**src/rtl/tage_update_ctrl.sv**
```systemverilog
// ---------------------------------------------------------------------------
// tage_update_ctrl
//
// Training/update controller for the TAGE conditional-branch predictor.
// Takes one resolved-branch record per cycle and turns it into registered
// write commands for the tagged tables:
//   * provider prediction-counter update (saturating, toward the outcome)
//   * provider useful-bit increment/decrement when it disagreed with alt
//   * allocation of a new entry above the provider on a mispredict, or a
//     u-bit decay mask over all higher tables when none is free
//   * periodic u-bit aging (alternating MSB / LSB clear)
// It also owns the use-alt-on-newly-allocated counter read by lookup.
//
// Handshake: a record is transferred on a rising edge where upd_valid_i and
// upd_ready_o are both high. upd_ready_o depends only on internal state (it
// is low only during the single AGE cycle), never on upd_valid_i. The
// producer must hold a record stable until it is transferred.
//
// Ports
//   clk_i, rst_i            clock (rising edge), synchronous active-high reset
//   upd_valid_i/ready_o     update record handshake
//   upd_taken_i             resolved direction
//   upd_pred_i              final predicted direction
//   upd_alt_pred_i          alternate prediction
//   upd_provider_i          provider table, 0 = bimodal base
//   upd_prov_ctr_i          provider counter at predict time
//   upd_u_i                 u-bits of the indexed entries, slice j-1 = table j
//   prov_upd_valid_o        provider counter write, value on prov_ctr_o
//   prov_u_inc_o/dec_o      provider u-bit increment / decrement
//   alloc_valid_o           allocate in alloc_table_o with alloc_ctr_o
//   dec_u_mask_o            per-table u-bit decrement, bit j-1 = table j
//   u_age_valid_o           aging pulse to all tables
//   u_age_msb_o             1 = clear u MSBs, 0 = clear u LSBs
//   use_alt_on_na_o         MSB of the use-alt-on-NA counter
//   dbg_state_o             controller state (0 = RUN, 1 = AGE)
// ---------------------------------------------------------------------------
module tage_update_ctrl #(
  parameter int NTables        = 6,
  parameter int CtrBits        = 3,
  parameter int UBits          = 2,
  parameter int UResetPeriod   = 2048,
  parameter int InitialRstCtr  = 1024,
  parameter int UseAltOnNaBits = 4
) (
  input  logic                         clk_i,
  input  logic                         rst_i,
  input  logic                         upd_valid_i,
  output logic                         upd_ready_o,
  input  logic                         upd_taken_i,
  input  logic                         upd_pred_i,
  input  logic                         upd_alt_pred_i,
  input  logic [$clog2(NTables+1)-1:0] upd_provider_i,
  input  logic [CtrBits-1:0]           upd_prov_ctr_i,
  input  logic [NTables*UBits-1:0]     upd_u_i,
  output logic                         prov_upd_valid_o,
  output logic [CtrBits-1:0]           prov_ctr_o,
  output logic                         prov_u_inc_o,
  output logic                         prov_u_dec_o,
  output logic                         alloc_valid_o,
  output logic [$clog2(NTables+1)-1:0] alloc_table_o,
  output logic [CtrBits-1:0]           alloc_ctr_o,
  output logic [NTables-1:0]           dec_u_mask_o,
  output logic                         u_age_valid_o,
  output logic                         u_age_msb_o,
  output logic                         use_alt_on_na_o,
  output logic                         dbg_state_o
);

  localparam int PW      = $clog2(NTables+1);
  localparam int TickMax = (InitialRstCtr > UResetPeriod) ? InitialRstCtr : UResetPeriod;
  localparam int TickW   = $clog2(TickMax+1);
  localparam int UaW     = UseAltOnNaBits;

  localparam logic [CtrBits-1:0] CtrMax       = {CtrBits{1'b1}};
  localparam logic [CtrBits-1:0] CtrWeakTaken = CtrBits'(1 << (CtrBits-1));
  localparam logic [CtrBits-1:0] CtrWeakNt    = CtrBits'((1 << (CtrBits-1)) - 1);
  localparam logic [UaW-1:0]     UaInit       = UaW'(1 << (UaW-1));
  localparam logic [UaW-1:0]     UaMax        = {UaW{1'b1}};
  localparam logic [15:0]        LfsrInit     = 16'hACE1;

  typedef enum logic {
    ST_RUN = 1'b0,
    ST_AGE = 1'b1
  } state_e;

  // -------------------------------------------------------------------------
  // State
  // -------------------------------------------------------------------------
  state_e             r_state;
  logic [TickW-1:0]   r_tick;
  logic               r_age_msb;
  logic [UaW-1:0]     r_use_alt_ctr;
  logic [15:0]        r_lfsr;

  logic               r_prov_upd_valid;
  logic [CtrBits-1:0] r_prov_ctr;
  logic               r_prov_u_inc;
  logic               r_prov_u_dec;
  logic               r_alloc_valid;
  logic [PW-1:0]      r_alloc_table;
  logic [CtrBits-1:0] r_alloc_ctr;
  logic [NTables-1:0] r_dec_u_mask;

  // -------------------------------------------------------------------------
  // Record decode
  // -------------------------------------------------------------------------
  logic               w_accept;
  logic               w_mispredict;
  logic               w_tagged;
  logic               w_u_change;
  logic               w_alloc_req;
  logic [CtrBits-1:0] w_ctr_next;
  logic               w_ctr_weak;
  logic               w_ua_update;
  logic [UaW-1:0]     w_ua_next;
  logic               w_lfsr_fb;

  assign w_accept     = upd_valid_i && (r_state == ST_RUN);
  assign w_mispredict = upd_pred_i != upd_taken_i;
  assign w_tagged     = upd_provider_i != '0;
  assign w_u_change   = w_tagged && (upd_pred_i != upd_alt_pred_i);
  // The highest table has nothing above it to allocate into or decay.
  assign w_alloc_req  = w_mispredict && (int'(upd_provider_i) < NTables);

  always_comb begin
    w_ctr_next = upd_prov_ctr_i;
    if (upd_taken_i) begin
      if (upd_prov_ctr_i != CtrMax) w_ctr_next = upd_prov_ctr_i + CtrBits'(1);
    end else begin
      if (upd_prov_ctr_i != '0) w_ctr_next = upd_prov_ctr_i - CtrBits'(1);
    end
  end

  // A weak provider means the entry is likely freshly allocated; only then
  // does the alt-vs-provider disagreement train the use-alt counter.
  assign w_ctr_weak  = (upd_prov_ctr_i == CtrWeakTaken) || (upd_prov_ctr_i == CtrWeakNt);
  assign w_ua_update = w_tagged && w_ctr_weak && (upd_pred_i != upd_alt_pred_i);

  always_comb begin
    w_ua_next = r_use_alt_ctr;
    if (upd_alt_pred_i == upd_taken_i) begin
      if (r_use_alt_ctr != UaMax) w_ua_next = r_use_alt_ctr + UaW'(1);
    end else begin
      if (r_use_alt_ctr != '0) w_ua_next = r_use_alt_ctr - UaW'(1);
    end
  end

  // Fibonacci LFSR, taps 16/14/13/11 map to bits 0/2/3/5 with a right shift.
  assign w_lfsr_fb = r_lfsr[0] ^ r_lfsr[2] ^ r_lfsr[3] ^ r_lfsr[5];

  // -------------------------------------------------------------------------
  // Allocation candidate search: tables above the provider with u == 0.
  // Keep the lowest and second-lowest so the LFSR can pick between them.
  // -------------------------------------------------------------------------
  logic [NTables-1:0] w_above_mask;
  logic [NTables-1:0] w_cand;
  logic               w_found1;
  logic               w_found2;
  logic [PW-1:0]      w_first;
  logic [PW-1:0]      w_second;
  logic [PW-1:0]      w_alloc_sel;

  always_comb begin
    w_above_mask = '0;
    w_cand       = '0;
    w_found1     = 1'b0;
    w_found2     = 1'b0;
    w_first      = '0;
    w_second     = '0;
    for (int j = 1; j <= NTables; j++) begin
      if (j > int'(upd_provider_i)) begin
        w_above_mask[j-1] = 1'b1;
        if (upd_u_i[(j-1)*UBits +: UBits] == '0) w_cand[j-1] = 1'b1;
      end
    end
    for (int j = 1; j <= NTables; j++) begin
      if (w_cand[j-1]) begin
        if (!w_found1) begin
          w_found1 = 1'b1;
          w_first  = PW'(j);
        end else if (!w_found2) begin
          w_found2 = 1'b1;
          w_second = PW'(j);
        end
      end
    end
  end

  assign w_alloc_sel = (r_lfsr[0] && w_found2) ? w_second : w_first;

  // -------------------------------------------------------------------------
  // Control FSM: RUN accepts records and counts them down; AGE is a single
  // cycle that blocks input while the aging pulse goes out.
  // -------------------------------------------------------------------------
  always_ff @(posedge clk_i) begin
    if (rst_i) begin
      r_state   <= ST_RUN;
      r_tick    <= TickW'(InitialRstCtr);
      r_age_msb <= 1'b1;
    end else begin
      case (r_state)
        ST_RUN: begin
          if (w_accept) begin
            if (r_tick == TickW'(1)) begin
              r_state <= ST_AGE;
              r_tick  <= TickW'(UResetPeriod);
            end else begin
              r_tick <= r_tick - TickW'(1);
            end
          end
        end
        ST_AGE: begin
          r_state   <= ST_RUN;
          // Alternate which u-bit half is cleared on the next pulse.
          r_age_msb <= ~r_age_msb;
        end
        default: r_state <= ST_RUN;
      endcase
    end
  end

  // -------------------------------------------------------------------------
  // Registered write commands, LFSR and use-alt counter.
  // -------------------------------------------------------------------------
  always_ff @(posedge clk_i) begin
    if (rst_i) begin
      r_prov_upd_valid <= 1'b0;
      r_prov_ctr       <= '0;
      r_prov_u_inc     <= 1'b0;
      r_prov_u_dec     <= 1'b0;
      r_alloc_valid    <= 1'b0;
      r_alloc_table    <= '0;
      r_alloc_ctr      <= '0;
      r_dec_u_mask     <= '0;
      r_use_alt_ctr    <= UaInit;
      r_lfsr           <= LfsrInit;
    end else begin
      r_prov_upd_valid <= w_accept && w_tagged;
      r_prov_u_inc     <= w_accept && w_u_change && !w_mispredict;
      r_prov_u_dec     <= w_accept && w_u_change && w_mispredict;
      r_alloc_valid    <= w_accept && w_alloc_req && w_found1;
      // No free slot above the provider: age every higher entry instead.
      r_dec_u_mask     <= (w_accept && w_alloc_req && !w_found1) ? w_above_mask : '0;
      if (w_accept) begin
        r_prov_ctr    <= w_ctr_next;
        r_alloc_table <= w_alloc_sel;
        r_alloc_ctr   <= upd_taken_i ? CtrWeakTaken : CtrWeakNt;
        r_lfsr        <= {w_lfsr_fb, r_lfsr[15:1]};
        if (w_ua_update) r_use_alt_ctr <= w_ua_next;
      end
    end
  end

  // -------------------------------------------------------------------------
  // Outputs
  // -------------------------------------------------------------------------
  assign upd_ready_o      = (r_state == ST_RUN);
  assign u_age_valid_o    = (r_state == ST_AGE);
  assign u_age_msb_o      = r_age_msb;
  assign prov_upd_valid_o = r_prov_upd_valid;
  assign prov_ctr_o       = r_prov_ctr;
  assign prov_u_inc_o     = r_prov_u_inc;
  assign prov_u_dec_o     = r_prov_u_dec;
  assign alloc_valid_o    = r_alloc_valid;
  assign alloc_table_o    = r_alloc_table;
  assign alloc_ctr_o      = r_alloc_ctr;
  assign dec_u_mask_o     = r_dec_u_mask;
  assign use_alt_on_na_o  = r_use_alt_ctr[UaW-1];
  assign dbg_state_o      = r_state;

endmodule

```
**config.mk**
```make
export PLATFORM = sky130hd
export DESIGN_NAME = tage_update_ctrl
export DESIGN_NICKNAME = d
export VERILOG_FILES = /design/src/rtl/tage_update_ctrl.sv
export SDC_FILE = /design/constraint.sdc
export NUM_CORES = 1
export LEC_CHECK = 0
export CAP_MARGIN = 25
export CORE_MARGIN = 5
export CORE_UTILIZATION = 52
export DETAILED_ROUTE_END_ITERATION = 6
export GPL_TIMING_DRIVEN = 0
export PLACE_DENSITY = 0.9
export SLEW_MARGIN = 20
export SYNTH_ARGS = -nofsm -noshare
export SYNTH_HDL_FRONTEND = slang
export SYNTH_SLANG_ARGS = --single-unit
```
**constraint.sdc**
```tcl
create_clock -name clk_i -period 3.1 [get_ports clk_i]
set_input_delay 0.775 -clock clk_i [delete_from_list [all_inputs] [get_ports clk_i]]
set_output_delay 0.775 -clock clk_i [all_outputs]
set_load 0.005 [all_outputs]
```
==> reports/results.txt, run 1 <==
Worst Slack Setup Final - 155 ps
Routed Wire Length - 5.49 mm
Final hold vios - 0
Global placement routability congestion - 0.911
Worst Path Arrival - 3140 ps
H-tree depth - 2
CTS clock-pin slew for the worst setup and hold paths - 90 ps
Worst Reg-to-Reg Cells - 5
Status - complete, no violations
Vias - 2232
Cell taking the most area after synthesis - dfxtp_1
Antenna Nets Post-Route - 0
Row Count - 25
Pwr Total - 0.00150 W
Antenna cells - 0
Vias in the first global route - 2097
F_max - 340 MHz
Area growth syn-to-layout - 25.1%
CTS max path bufs - 2
Die width - 79.8 um
CTS Hold Bufs - 0
CP startpoint - upd_provider_i[0]
Sequential fraction of the synthesis area - 0.411
Synth unique cells - 51
Placed cell area - 3060 um^2
Min Tclk post-route - 2940 ps
Layout fillers - 384
Grt ovf - 0
Share of cells above drive strength 1 - 0.0831
Starting DRT DRC Count - 170
Number of I/O port buffers - 44
Drt pass-1 iters - 5
Via density - 5.37
Worst slew pin tran - 805 ps
RR Startpoint - r_tick[6]
Routed wire per std cell - 13.2 um
Clk_skew - 8.17 ps
Simple-gate share of the synthesized area - 0.242
Adder-cell area share of the yosys netlist - 0.0623
Max_slew headroom - 0.459
Worst setup EP type - register
Mapped Cells - 298
Dpl hpwl - 4.19 mm
EDFF count, synth - 0
Cells after DPL - 409
DIE HEIGHT - 79.8 um
Global-route wire length before repair - 9.44 mm
Postcts setup bufs - 0
Antenna violations before repair - 0
Share of the synthesized area in the top cell type - 0.411
Die area - 6360 um^2
Pre-CTS setup slack - -197 ps
Mean post-synth cell area - 8.49 um^2
Synth cell count leaders - 52 x dfxtp_1, 46 x nand2_1, 28 x nor2_1
RSZ-0062 raised after global routing - no
Final nets - 384
Initial core utilization - 0.536
Crit Path Class - in -> reg
# setup viols final - 0
Yosys warns - 0
Synth Area in Compound Gates - 0.155
Later-pin clock latency in the skew report - 300 ps
Hold Path Origin - r_lfsr[4]
R2R Setup Slk - 1140 ps
Synth top area cells - dfxtp_1 41%, nand2_1 6.8%, ha_1 5.4%
Number of synthesized register bits - 52
CP startpoint kind - input pin
Primary FF master, synth - dfxtp_1
Total GRT Usage - 0.185
Tcrit/Tclk final - 0.950
Final Instance Area - 3170 um^2
Post-Synth XOR/XNOR Area - 0.0692
Most frequent cell after synthesis - dfxtp_1
CP Cell Sequence - clkdlybuf4s50_1, or3_4, nor3_4, inv_2, ha_1, o31ai_1, o21ai_0, a21oi_2, nor4b_2, o31a_1
TritonCTS clock tree - done
Worst hold endpoint - r_lfsr[3]
Multiplexer share of the synthesized area - 0.0119
FFs w/ async S/R, synth - 0
Post-CTS resize count - 0
Pins Over Slew Limit - 0
Hold depth - 2
PD cells - 475 nW/um^2
Syn_nets - 334
Critical Path Slowest Stage Cell - clkdlybuf4s50_1
CTS sink cnt - 52
Setup TNS - 0 ps
Reg2reg end - r_tick[0]
Pin count of the biggest net entering global routing - 18
Req. time, crit path - 3300 ps
Max VDD drop - 363 uV
Largest family of logic cells by synthesized area - simple AND/OR/NAND/NOR gates
Detailed-route DRC error count - 0
CP max stage delay - 510 ps
Io pins - 48
Critical path peak fanout - 10
Core area - 4720 um^2
Post-synthesis instance area - 2530 um^2
Fin cells - 416
Leakage power - 1.25 nW
Hold Crit Class - reg -> reg
TritonCTS Buffers - 5
Max Cap Viol - 0
Clock Tree Root - clkbuf_8
## critical path, delay by kind of cell
| kind | cells | cell delay [ps] |
|---|---|---|
| adders and majority gates | 1 | 330 |
| and+or+nand+nor | 3 | 660 |
| AOI/OAI and AO/OA | 4 | 770 |
| buffers and inverters | 2 | 600 |
## metrics by stage
step                hold WS, ps  utilization
floorplan                   432            -
global placement            436        0.647
detailed placement          450        0.647
CTS                         465        0.671
global route                485        0.670
finish                      462        0.670
## registers in the layout (all words and copies together), names as in the netlist
register / count
r_lfsr: 16
r_tick: 12
dec_u_mask_o: 6
r_use_alt_ctr: 4
alloc_table_o: 3
prov_ctr_o: 3
alloc_ctr_o: 2
alloc_valid_o: 1
dbg_state_o: 1
prov_u_dec_o: 1
prov_u_inc_o: 1
prov_upd_valid_o: 1
u_age_msb_o: 1
## power by group
group / internal, W / leakage (nW) / switching, W
clock network: 0.000243 / 0.0548 / 0.000222
registers: 0.000718 / 0.427 / 0.0000410
logic: 0.000138 / 0.769 / 0.000141
total: 0.00110 / 1.25 / 0.000404
## per-layer routing
| metal | part of all wire | global-route usage |
|---|---|---|
| met3 | 0.049 | 0.0440 |
| met5 | 0 | 0 |
| met1 | 0.44 | 0.229 |
| met2 | 0.49 | 0.316 |
| met4 | 0.014 | 0.0574 |
## placed cells by master (no fill, tap or decap), types with 2 or more instances in the layout
cell,netlist,routed
nor3_2,3,3
clkbuf_8,0,5
nand3_1,12,12
a311oi_1,2,2
o31ai_1,2,2
nor2b_1,2,2
xor2_1,10,10
or3_1,4,4
mux2i_1,3,3
nor4_1,7,7
dfxtp_1,52,52
a21o_1,2,2
nor3_1,6,6
nand2_1,46,46
clkdlybuf4s50_1,0,44
a211oi_1,5,5
nand2b_1,3,3
o211ai_1,3,3
ha_1,11,11
buf_4,2,2
nor2_1,28,28
or3_4,2,2
o21ai_0,11,11
clkbuf_1,10,9
a21oi_1,25,25
xnor2_1,10,10
inv_1,10,10
buf_6,2,2
## worst max-delay path by stage
stage                        to  slack, ps
2_1_floorplan  alloc_table_o[0]        340
3_3_place_gp   alloc_table_o[0]       -180
3_5_place_dp   alloc_table_o[0]       -200
4_1_cts        alloc_table_o[0]        120
5_1_grt        alloc_table_o[0]         60
6_report       alloc_table_o[0]        160
## final cells by class
cell class                 instances  area (um^2)  area share
clock buffer                       5         68.8      0.0217
inverter                          11         41.3      0.0130
clock inverter                     3         46.3      0.0146
tap                               67         83.8      0.0265
multi-input combinational        220         1370       0.432
sequential                        52         1040       0.329
buffer                            14         76.3      0.0241
timing repair buffer              44          440       0.139
## logic make-up after synthesis
family | after synthesis
buffers and inverters | 26
AO/OA/AOI/OAI | 62
adder cells (fa/ha/maj) | 12
XOR/XNOR | 20
flip-flops | 52
AND/OR/NAND/NOR | 123
multiplexers | 3
(Power assumes the default switching activity.)
==> run 2: changes to the inputs <==
--- a/config.mk
+++ b/config.mk
@@ -5,7 +5,7 @@
 export SDC_FILE = /design/constraint.sdc
 export NUM_CORES = 1
 export LEC_CHECK = 0
-export CAP_MARGIN = 25
+export CAP_MARGIN = 20
 export CORE_MARGIN = 5
 export CORE_UTILIZATION = 52
 export DETAILED_ROUTE_END_ITERATION = 6
==> results of run 2 <==
The final DEF is identical to that of run 1; final timing and power are the same.
==> run 3: changes to the inputs <==
--- a/config.mk
+++ b/config.mk
@@ -8,7 +8,9 @@
 export CAP_MARGIN = 20
 export CORE_MARGIN = 5
 export CORE_UTILIZATION = 52
+export CTS_CLUSTER_SIZE = 20
 export DETAILED_ROUTE_END_ITERATION = 6
+export GPL_ROUTABILITY_DRIVEN = 0
 export GPL_TIMING_DRIVEN = 0
 export PLACE_DENSITY = 0.9
 export SLEW_MARGIN = 20
==> reports/results.txt, run 3 (synthesized netlist as in run 1, its figures left out) <==
Status - complete, no violations
Area growth syn-to-layout - 25.0%
Leakage power - 1.25 nW
Detailed-route DRC error count - 0
Post-layout util - 0.670
DIE HEIGHT - 79.8 um
Post-CTS resize count - 0
CP startpoint kind - input pin
Final hold vios - 0
Crit Path Class - in -> reg
Layout fillers - 372
Most frequent cells in the layout - 52 x dfxtp_1, 46 x nand2_1, 44 x clkdlybuf4s50_1
Pin count of the biggest net entering global routing - 17
Min Tclk post-route - 2920 ps
Row Count - 25
F_max - 343 MHz
Placed cell area - 3060 um^2
Routed Wire Length - 5.52 mm
Reg2reg end - r_tick[0]
RR Startpoint - r_tick[6]
Grt ovf - 0
Vias - 2232
Worst slew pin tran - 741 ps
Worst Slack Setup Final - 183 ps
Final Instance Area - 3160 um^2
H-tree depth - 2
Crit path to - alloc_table_o[0]
Most common cell after layout, fill and taps aside - dfxtp_1
Starting DRT DRC Count - 173
Hold Crit Class - reg -> reg
Total GRT Usage - 0.180
Pwr Total - 0.00150 W
Biggest register - r_lfsr
Max FFs per register - 16
Pre-CTS setup slack - -180 ps
TritonCTS Buffers - 5
Initial core utilization - 0.536
R2R Setup Slk - 1130 ps
CTS max path bufs - 2
TritonCTS clock tree - done
Clock Tree Root - clkbuf_8
Antenna violations before repair - 0
Die area - 6360 um^2
Worst Path Arrival - 3130 ps
Number of I/O port buffers - 44
Final nets - 384
Setup TNS - 0 ps
Worst setup EP type - register
Max_slew headroom - 0.502
Area of the multi-input gates - 1370 um^2
Pins Over Slew Limit - 0
Global-route wire length before repair - 9.07 mm
Max Cap Viol - 0
PD cells - 475 nW/um^2
Antenna cells - 0
Critical path peak fanout - 10
Clk_skew - 8.84 ps
Req. time, crit path - 3310 ps
Io pins - 48
Tcrit/Tclk final - 0.941
Hold depth - 2
Routed wire per std cell - 13.3 um
# setup viols final - 0
Max VDD drop - 311 uV
Share of cells above drive strength 1 - 0.0831
Later-pin clock latency in the skew report - 310 ps
Dpl hpwl - 4.12 mm
FF/Latch Area - 1040 um^2
CTS clock-pin slew for the worst setup and hold paths - 90 ps
RSZ-0062 raised after global routing - no
CTS sink cnt - 52
Worst Reg-to-Reg Cells - 5
Die width - 79.8 um
Antenna Nets Post-Route - 0
Vias in the first global route - 2057
Via density - 5.37
Drt pass-1 iters - 4
CP startpoint - upd_provider_i[0]
Core area - 4720 um^2
run 3: cell count changes in the layout (fill, tap and decap cells not counted):
cell,before,now
inv_6,1,0
clkinv_2,0,1
run 3: worst min-delay path by stage:
stage	startpoint	end	slack, ps
after floorplan	r_lfsr[13]	r_lfsr[12]	430
after global placement	r_lfsr[9]	r_lfsr[8]	440
after detailed placement	r_lfsr[9]	r_lfsr[9]	450
after CTS	r_lfsr[9]	r_lfsr[9]	460
after global routing	r_lfsr[8]	r_lfsr[7]	490
final	r_lfsr[9]	r_lfsr[9]	460
run 3: power breakdown:
group | internal (W) | total [W] | switching, W
Sequential | 0.000718 | 0.000759 | 0.0000409
Combinational | 0.000137 | 0.000279 | 0.000142
Clock | 0.000239 | 0.000463 | 0.000224
run 3: metal layers:
metal / wire length (um) / GRT usage / share of wire / vias to the layer above
li1: - / - / - / 1129
met1: 2420 / 0.220 / 0.44 / 1024
met2: 2670 / 0.309 / 0.48 / 65
met3: 314 / 0.0361 / 0.057 / 14
met4: 119 / 0.0709 / 0.022 / 0
met5: 0 / 0 / 0 / -
run 3: worst max-delay path, cell delays in order:
cell	delay [ps]
clkdlybuf4s50_1	500
or3_4	410
nor3_4	180
inv_2	90
ha_1	330
o31ai_1	110
o21ai_0	150
a21oi_2	240
nor4b_2	80
o31a_1	270
run 3: area by class of cell:
cell class / instances / area share
tap: 67 / 0.0265
multi-input combinational: 220 / 0.433
clock buffer: 5 / 0.0218
sequential: 52 / 0.329
inverter: 11 / 0.0131
clock inverter: 3 / 0.0134
buffer: 14 / 0.0241
timing repair buffer: 44 / 0.139
run 3: metrics by stage:
stage,instances,hold slack [ps]
floorplan,298,432
global placement,409,438
detailed placement,409,450
CTS,417,464
global route,416,486
finish,416,461
run 3: timing repair:
| action | 4_1_cts | 5_1_grt |
|---|---|---|
| hold endpoints to repair | 0 | 0 |
| setup endpoints to repair | 0 | 2 |
| hold buffers | 0 | 0 |
| buffers inserted | 0 | 0 |
